--- src/rtl/sap_clk_pkg.sv ---
// Shared types for the SAP-1 clock controller: controller states and the
// speed_sel to period-multiplier table.
package sap_clk_pkg;

    typedef enum logic [1:0] {
        STOP = 2'd0,
        RUN  = 2'd1,
        HALT = 2'd2
    } state_t;

    // Index is speed_sel; the auto-run period is BASE_DIV times this value.
    localparam int unsigned SPEED_MULT [4] = '{8, 4, 2, 1};

endpackage

--- src/rtl/clock_controller_if.sv ---
// Button, halt and rate inputs plus the CPU clock-enable and status outputs
// of the SAP-1 clock controller.
interface clock_controller_if;

    logic        step_down;
    logic        runstop_down;
    logic        halt;
    logic [1:0]  speed_sel;
    logic        clk_en;
    logic        running;
    logic        halted;
    logic [15:0] pulse_count;

    modport master (
        output step_down, runstop_down, halt, speed_sel,
        input  clk_en, running, halted, pulse_count
    );

    modport slave (
        input  step_down, runstop_down, halt, speed_sel,
        output clk_en, running, halted, pulse_count
    );

endinterface

--- src/rtl/clk_prescaler.sv ---
// Free-running auto-run prescaler: counts while enabled and flags the cycle
// in which the count has reached the current terminal count.
module clk_prescaler #(
    parameter int unsigned DIV_WIDTH = 24
) (
    input  logic                 clk,
    input  logic                 clear,
    input  logic                 enable,
    input  logic [DIV_WIDTH-1:0] tc,
    output logic                 tick,
    output logic [DIV_WIDTH-1:0] count
);

    // A >= compare lets a shrinking tc fire at once instead of overrunning.
    assign tick = enable && (count >= (tc - DIV_WIDTH'(1)));

    always_ff @(posedge clk) begin
        if (clear) begin
            count <= '0;
        end else if (enable) begin
            count <= tick ? '0 : count + DIV_WIDTH'(1);
        end
    end

endmodule

--- src/rtl/clock_controller.sv ---
// SAP-1 clock controller: single-step / auto-run / halt state machine that
// issues one-cycle CPU clock-enable pulses and counts them.
module clock_controller
    import sap_clk_pkg::*;
#(
    parameter int unsigned BASE_DIV  = 1_500_000,
    parameter int unsigned DIV_WIDTH = 24
) (
    input  logic              clk,
    input  logic              clr,
    clock_controller_if.slave bus
);

    localparam logic [63:0] MAX_TC   = 64'(BASE_DIV) * 64'd8;
    localparam logic [63:0] TC_LIMIT = (64'd1 << DIV_WIDTH) - 64'd1;

    generate
        if (MAX_TC > TC_LIMIT) begin : g_tc_range_check
            $error("clock_controller: BASE_DIV*8 does not fit in DIV_WIDTH bits");
        end
    endgenerate

    state_t                 state;
    state_t                 next_state;
    logic                   clk_en_q;
    logic                   clk_en_next;
    logic                   step_pulse;
    logic [15:0]            pulse_count_q;
    logic [DIV_WIDTH-1:0]   tc;
    logic                   pre_clear;
    logic                   pre_enable;
    logic                   pre_tick;
    logic [DIV_WIDTH-1:0]   pre_count;

    assign tc = DIV_WIDTH'(BASE_DIV * SPEED_MULT[bus.speed_sel]);

    clk_prescaler #(
        .DIV_WIDTH (DIV_WIDTH)
    ) u_prescaler (
        .clk    (clk),
        .clear  (pre_clear),
        .enable (pre_enable),
        .tc     (tc),
        .tick   (pre_tick),
        .count  (pre_count)
    );

    always_comb begin
        next_state = state;
        if (bus.halt) begin
            next_state = HALT;
        end else begin
            case (state)
                STOP:    if (bus.runstop_down) next_state = RUN;
                RUN:     if (bus.runstop_down) next_state = STOP;
                HALT:    next_state = HALT;
                default: next_state = STOP;
            endcase
        end
    end

    // A pulse is only issued if RUN persists across the edge that would emit it.
    always_comb begin
        step_pulse  = (state == STOP) && bus.step_down && !bus.runstop_down && !bus.halt;
        clk_en_next = step_pulse || ((state == RUN) && (next_state == RUN) && pre_tick);
        pre_enable  = (state == RUN);
        pre_clear   = clr || (state != RUN) || (next_state != RUN);
    end

    always_ff @(posedge clk) begin
        if (clr) begin
            state         <= STOP;
            clk_en_q      <= 1'b0;
            pulse_count_q <= '0;
        end else begin
            state         <= next_state;
            clk_en_q      <= clk_en_next;
            pulse_count_q <= pulse_count_q + {15'd0, clk_en_next};
        end
    end

    always_ff @(posedge clk) begin
        if (!clr && (state != RUN)) begin
            assert (pre_count == '0);
        end
    end

    assign bus.clk_en      = clk_en_q;
    assign bus.running     = (state == RUN);
    assign bus.halted      = (state == HALT);
    assign bus.pulse_count = pulse_count_q;

endmodule

--- src/flat_wrapper.sv ---
// flat-port wrapper written by rule: the top's interface ports become plain ports
module clock_controller_flat import sap_clk_pkg::*;
#(
    parameter int unsigned BASE_DIV  = 1_500_000,
    parameter int unsigned DIV_WIDTH = 24
)
  (clk, clr, bus_step_down, bus_runstop_down, bus_halt, bus_speed_sel, bus_clk_en, bus_running, bus_halted, bus_pulse_count);
  clock_controller_if bus_i ();
  input  logic clk;
  input  logic clr;
  input wire logic [$bits(bus_i.step_down)-1:0] bus_step_down;
  input wire logic [$bits(bus_i.runstop_down)-1:0] bus_runstop_down;
  input wire logic [$bits(bus_i.halt)-1:0] bus_halt;
  input wire logic [$bits(bus_i.speed_sel)-1:0] bus_speed_sel;
  output wire logic [$bits(bus_i.clk_en)-1:0] bus_clk_en;
  output wire logic [$bits(bus_i.running)-1:0] bus_running;
  output wire logic [$bits(bus_i.halted)-1:0] bus_halted;
  output wire logic [$bits(bus_i.pulse_count)-1:0] bus_pulse_count;
  assign bus_i.step_down = bus_step_down;
  assign bus_i.runstop_down = bus_runstop_down;
  assign bus_i.halt = bus_halt;
  assign bus_i.speed_sel = bus_speed_sel;
  assign bus_clk_en = bus_i.clk_en;
  assign bus_running = bus_i.running;
  assign bus_halted = bus_i.halted;
  assign bus_pulse_count = bus_i.pulse_count;
  clock_controller #(.BASE_DIV(BASE_DIV), .DIV_WIDTH(DIV_WIDTH)) u_core (.clk(clk), .clr(clr), .bus(bus_i));
endmodule
--- config.mk ---
export PLATFORM = sky130hd
export DESIGN_NAME = clock_controller_flat
export DESIGN_NICKNAME = d
export VERILOG_FILES = /design/src/rtl/sap_clk_pkg.sv /design/src/rtl/clock_controller_if.sv /design/src/rtl/clk_prescaler.sv /design/src/rtl/clock_controller.sv /design/src/flat_wrapper.sv
export SDC_FILE = /design/constraint.sdc
export NUM_CORES = 1
export LEC_CHECK = 0
export BUFFER_PORTS_ARGS = -buffer_cell sky130_fd_sc_hd__buf_2
export CAP_MARGIN = 20
export CELL_PAD_IN_SITES_DETAIL_PLACEMENT = 1
export CELL_PAD_IN_SITES_GLOBAL_PLACEMENT = 2
export CORE_MARGIN = 5
export CORE_UTILIZATION = 37
export CTS_CLUSTER_SIZE = 30
export DETAILED_ROUTE_END_ITERATION = 12
export PLACE_DENSITY_LB_ADDON = 0.1
export SETUP_SLACK_MARGIN = 0.05
export SYNTH_ARGS = -nofsm -noshare
export SYNTH_HDL_FRONTEND = slang
export SYNTH_SLANG_ARGS = --single-unit
export TNS_END_PERCENT = 100
--- constraint.sdc ---
create_clock -name clk -period 7.2 [get_ports clk]
set_input_delay 1.44 -clock clk [delete_from_list [all_inputs] [get_ports clk]]
set_output_delay 1.44 -clock clk [all_outputs]
set_load 0.05 [all_outputs]
# ---- After elaboration in Yosys (flattened, before gate mapping)
# Cells that the tools add are included.
dict set report word_totals {
  input_bits 7
  out_inout_bits 19
  regBits 43
}
dict set report classes {
  n_eq_ne 5
  n_lt_le_gt_ge 2
  add_sub_neg 3
  bitwise 1
  mux 8
  mul 1
  n_reduce_logical 12
}
# cell count
set op_table {}
lappend op_table {{32-bit binary-select mux with 2-bit select} 1}
lappend op_table {{32-bit 2-to-1 mux} 2}
lappend op_table {{16-bit by 32-bit multiplier with 19-bit output (first input constant)} 1}
lappend op_table {{24-bit by 1-bit adder with 24-bit output (second input constant)} 1}
lappend op_table {{24-bit >= comparator} 1}
lappend op_table {{24-bit 2-to-1 mux} 1}
lappend op_table {{24-bit by 1-bit subtractor with 24-bit output (second input constant)} 1}
lappend op_table {{16-bit by 1-bit adder with 16-bit output} 1}
lappend op_table {{1-bit logical AND} 6}
lappend op_table {{2-bit 2-to-1 mux} 3}
lappend op_table {{2-bit case mux with 3 select lines} 1}
lappend op_table {{2-bit by 1-bit == test with 1-bit output (second input constant)} 2}
lappend op_table {{2-bit by 1-bit != test with 1-bit output (second input constant)} 2}
lappend op_table {{3-bit >= comparator (second input constant)} 1}
lappend op_table {{1-bit logical OR} 3}
lappend op_table {{2-bit NOT with 3-bit output} 1}
lappend op_table {{2-bit == test (second input constant)} 1}
lappend op_table {{1-bit logical NOT} 2}
lappend op_table {{2-bit logical NOT} 1}

# ---- Depth between registers and ports, before layout
dict set report logic_depth {
  word_depth 11
  ltp_mapped 25
}

# ---- By module
# From an unflattened synthesis, not the netlist that was laid out.
dict set report unflattened {
  hier_cells 398
  hier_area_um2 3389.5
}
# mod seq_area_each_um2 cells_per_inst area_each_um2 n_inst
set by_module_without_submodules {}
lappend by_module_without_submodules {clk_prescaler 480.5 245 2052.0 1}
lappend by_module_without_submodules {clock_controller 380.4 153 1337.5 1}

# ---- Least setup slack after synthesis
# Ideal clock, no wire load.
dict set report synth_path {
  kind {input to register}
  from {in bus_speed_sel[1]}
  to {reg u_core.pulse_count_q[8] (netlist: u_core.bus.pulse_count[8])}
  cell_stages 24
  arrival_time_ns 6.655
  n_path_buf 1
  setup_ns 0.071
  path_slack_ns 0.474
  t_required_ns 7.129
  cell_sequence {inv_1 > ha_1 > xor2_1 > ha_1 > ha_1 > ha_1 > ha_1 > a2111oi_4 > mux2_2 > a31oi_1 > xnor2_1 > ha_1 > nand2_1 > nor4_2 > or4b_4 > and2_4 > a21oi_1 > ha_1 > ha_1 > nand2_1 > or2_2 > clkbuf_1 > or3_1 > a21oi_1}
}
dict set report synth_via {
  elab_chain_cells 11
}
# item line
set synth_lines {}
lappend synth_lines {{start, declared} flat_wrapper.sv:14} ;# input wire logic [$bits(bus_i.speed_sel)-1:0] bus_speed_sel;
lappend synth_lines {{2-bit NOT with 3-bit output (not written as such)} clock_controller.sv:35} ;# assign tc = DIV_WIDTH'(BASE_DIV * SPEED_MULT[bus.speed_sel]);
lappend synth_lines {{32-bit binary-select mux with 2-bit select} clock_controller.sv:35}
lappend synth_lines {{32-bit 2-to-1 mux (not written as such) (2 in series)} clock_controller.sv:35}
lappend synth_lines {{16-bit by 32-bit multiplier with 19-bit output} clock_controller.sv:35}
lappend synth_lines {{24-bit by 1-bit subtractor with 24-bit output} clk_prescaler.sv:15} ;# assign tick = enable && (count >= (tc - DIV_WIDTH'(1)));
lappend synth_lines {{24-bit >= comparator} clk_prescaler.sv:15}
lappend synth_lines {{1-bit logical AND} clk_prescaler.sv:15}
lappend synth_lines {{1-bit logical AND} clock_controller.sv:65} ;# clk_en_next = step_pulse || ((state == RUN) && (next_state == RUN) && pre_tick);
lappend synth_lines {{1-bit logical OR} clock_controller.sv:65}
lappend synth_lines {{named net u_core.clk_en_next} clock_controller.sv:26} ;# logic clk_en_next;
lappend synth_lines {{16-bit by 1-bit adder with 16-bit output} clock_controller.sv:78} ;# pulse_count_q <= pulse_count_q + {15'd0, clk_en_next};
lappend synth_lines {{end signal, assigned} clock_controller.sv:78}
lappend synth_lines {{end, declared} clock_controller.sv:28} ;# logic [15:0] pulse_count_q;
# The timed path passes the listed nets, and every way through them passes these cells. The select of a mux whose other input is x is not followed.
# A chain may end at the register's enable or synchronous reset.

# ---- Final worst setup path
dict set report layout_path {
  from {in bus_speed_sel[0]}
  to {reg u_core.pulse_count_q[8] (netlist: u_core.bus.pulse_count[8])}
}
# The elaborated chain is that of the path after synthesis.

==> summary.log <==
qor: logic_synthesis.synth_nets 347
qor: place.portBuffers 25
qor: cts.clk_pin_slew_worst_paths 0.09 ns
qor: cts.clock_insertion_delay_worst_skew 0.30 ns
qor: drt.drt-initial-drc-count 88
qor: logic_synthesis.synth-edff-count 0
qor: worst_setup_path.worstSetupEndpointType flip-flop
qor: global_routing.grt_max_degree 24
qor: timing.ratio_of_final_minimum_period_to_clock_period 94.4%
qor: floorplan.floorplan.io_pins 26
qor: cts.hold_buffers 0
qor: drt.vias 2,291
qor: cts.cts.path.max_buffers 2
qor: cts.tritoncts done
qor: timing.fin_worst_skew 0.00666 ns
qor: floorplan.row_count 31
qor: global_routing.first_pass_grt_wire_length 11.8 mm
qor: worst_setup_path.crit_path_start_kind primary input
qor: logic_synthesis.post_synth_instance_area 2730 µm²
qor: global_routing.globalRouteOverflowTotal 0
qor: worst_setup_path.critical_path.startpoint bus_speed_sel[0]
qor: logic_synthesis.synth_warnings 0
qor: drt.wl_met2 3.17 mm
qor: timing.hold_ws 0.461 ns
qor: timing.fin_crit 6.80 ns
qor: drt.detailedRoute.firstPassIterationCount 4
qor: timing.fmax 147 MHz
qor: final_layout.area.growth.synth_to_final 13.6%
qor: place.gp_congestion 0.838
qor: timing.timing.final.setup_violations 0
qor: drt.wl_final 6.83 mm
qor: cts.h-tree-depth 2
qor: logic_synthesis.synth_largest_area_cell sky130_fd_sc_hd__dfxtp_1
qor: flow_run.cap_violations 0
qor: min_path.min-delay-start u_core.u_prescaler.count[0]
qor: timing.final-hold-violation-count 0
qor: run_status.run_status complete, no violations
qor: cts.cts_inserted_buffers 5
qor: logic_synthesis.post_synth_main_area_contributors sky130_fd_sc_hd__dfxtp_1 32%, sky130_fd_sc_hd__ha_1 16%, sky130_fd_sc_hd__xor2_1 7.1%
qor: worst_setup_path.critical-path-slowest-cell sky130_fd_sc_hd__or4b_4
qor: worst_setup_path.timing.critical_path.arrival 7.03 ns
qor: worst_setup_path.critical_path.most_common_cell sky130_fd_sc_hd__ha_1
qor: logic_synthesis.ys_ff_latch 43
qor: timing.max_slew.worst_pin.slew 0.807 ns
qor: min_path.path_category_of_the_worst_min_delay_check flip-flop to flip-flop
qor: drt.ant_nets 0
qor: worst_setup_path.timing.critical_path.required 7.43 ns
qor: logic_synthesis.synth_flop_cell sky130_fd_sc_hd__dfxtp_1
qor: drt.m1WireLength 3.45 mm
qor: logic_synthesis.ys_types 46
qor: worst_setup_path.max_stage_delay_on_crit_path 0.51 ns
qor: cts.cts-root-buf sky130_fd_sc_hd__clkbuf_8
qor: logic_synthesis.async_flop_share 0%
qor: global_routing.track_usage 16.7%
qor: drt.via_per_inst 5.23
qor: floorplan.start_util 37.8%
qor: global_routing.grt_antenna_before_repair 0
qor: drt.drcViolationCount 0
qor: timing.slew-limit-headroom 45.7%
qor: place.dpl.hpwl 5.23 mm
qor: logic_synthesis.synth.yosys.seq_area_share 31.6%
qor: power.cellPowerDensity 145 nW/µm²
qor: worst_setup_path.crit-reg2reg-launch u_core.u_prescaler.count[19]
qor: power.power.ir.vdd_worst 0.0762 mV
qor: floorplan.coreArea 7210 µm²
qor: final_layout.count_of_antenna_diodes_in_the_layout 0
qor: final_layout.finalCoreUtilization 42.9%
qor: power.power_leakage 1.27 nW
qor: final_layout.design.final.nets 379
qor: drt.maxUsedRoutingLayer met4
qor: logic_synthesis.synthesis.area_per_instance 8.91 µm²
qor: timing.slew_viol_final 0
qor: floorplan.die-area 9190 µm²
qor: cts.tritoncts_num_sinks 43
qor: final_layout.post_route_cells_drive_above_1_share 17.4%
qor: timing.tns 0 ns
qor: logic_synthesis.synthDominantCellAreaShare 31.6%
qor: timing.grt_setup_unrepaired false
qor: worst_setup_path.worstSetupPathType primary input to flip-flop
qor: floorplan.dieWidth 95.9 µm
qor: drt.wl_per_cell 15.6 µm
qor: drt.dr_wl_met3 137 µm
qor: final_layout.fill_cells 886
qor: worst_setup_path.critical_path_maximum_fanout 7
qor: logic_synthesis.synthesis.instances 306
qor: global_routing.grt_pass1_vias 2,351
qor: floorplan.die_y 95.9 µm
## kinds of logic after synthesis
family,count (synthesis),synth area share [%]
mux,1,0.413
buf+inv,26,4.04
simple gates,129,27.2
fa+ha+maj,34,15.6
xor+xnor,39,12.5
flops,43,31.6
compound gates,34,8.67
## cells in the final DEF, fill, tap and decap left out, types with 6 or more instances in the layout
master and count:
sky130_fd_sc_hd__a21oi_1 11, sky130_fd_sc_hd__nand2_1 12, sky130_fd_sc_hd__xnor2_1 17, sky130_fd_sc_hd__and3_1 6, sky130_fd_sc_hd__inv_1 16, sky130_fd_sc_hd__buf_2 25, sky130_fd_sc_hd__nor2_1 19, sky130_fd_sc_hd__nand3_1 16
sky130_fd_sc_hd__o21ai_0 8, sky130_fd_sc_hd__buf_4 9, sky130_fd_sc_hd__dfxtp_1 43, sky130_fd_sc_hd__xor2_1 22, sky130_fd_sc_hd__ha_1 34, sky130_fd_sc_hd__nand4_1 14, sky130_fd_sc_hd__nor3_1 29
## flip-flops by register name, indices dropped and copies added (netlist names)
signal	count
u_core.state	2
u_core.u_prescaler.count	24
u_core.bus.pulse_count	16
u_core.bus.clk_en	1
## where the power goes
| part | switching, mW | leakage (nW) | internal [mW] |
|---|---|---|---|
| sequential | 0.00107 | 0.347 | 0.239 |
| clock | 0.0902 | 0.0412 | 0.0680 |
| combinational | 0.0334 | 0.880 | 0.0189 |
| total | 0.125 | 1.27 | 0.326 |
## repair_timing
| item | CTS | global route |
|---|---|---|
| gates resized for setup | 0 | 3 |
| endpoints found under the hold margin | 0 | 0 |
| setup buffers | 0 | 1 |
| endpoints found under the setup margin | 0 | 5 |
## worst max-delay path, delay by kind of cell
kind	cells	cell delay [ns]
buffers and inverters	3	0.44
xor gates and xnor gates	2	0.25
AOI/OAI and AO/OA	5	1.06
and+or+nand+nor	7	1.79
adders and majority gates	8	2.06
## area by class of cell
type	count	area (µm²)	area share (%)
Multi-Input combinational cell	237	1770	57.2
Sequential cell	43	861	27.8
Timing Repair Buffer	34	193	6.22
Tap cell	99	124	4.00
Clock buffer	6	72.6	2.34
Inverter	17	63.8	2.06
Clock inverter	2	12.5	0.404
## metrics by stage
stage	cells	worst slack, ns	power, mW	cell area (µm²)
2_1_floorplan	306	0.474	0.281	2730
3_3_place_gp	429	0.247	0.297	2990
3_5_place_dp	429	0.0557	0.297	2990
4_1_cts	437	0.317	0.458	3080
5_1_grt	438	0.0560	0.477	3100
6_report	438	0.402	0.450	3100
## layer usage
metal,GRT usage [%],vias to the layer above
li1,-,1152
met1,22.9,1108
met2,26.6,25
met3,2.74,6
met4,5.33,0
met5,0,-
## cell usage after synthesis (all sizes together) (2+ instances only)
cell type and number:
or3 3, nor2b 3, or2 2, nor3 30, a211o 2, nand4 15
dfxtp 43, and2 4, o21ai 9, a21oi 11, nor4 7, nand3b 2
xnor2 17, a21o 4, nand3 17, and3 6, nor2 19, inv 17
clkbuf 3, and4 4, nand2b 2, ha 34, buf 6, o21a 2
xor2 22, nand2 12
## path summary, 6_finish.rpt
check | end | slack [ns] | cells after the start
min reg2reg | u_core.u_prescaler.count[0] | 0.46 | 1
min | u_core.u_prescaler.count[0] | 0.46 | 1
max reg2reg | u_core.bus.pulse_count[8] | 3.77 | 12
max | u_core.bus.pulse_count[8] | 0.40 | 25
Power figures use the tool's default switching activity.
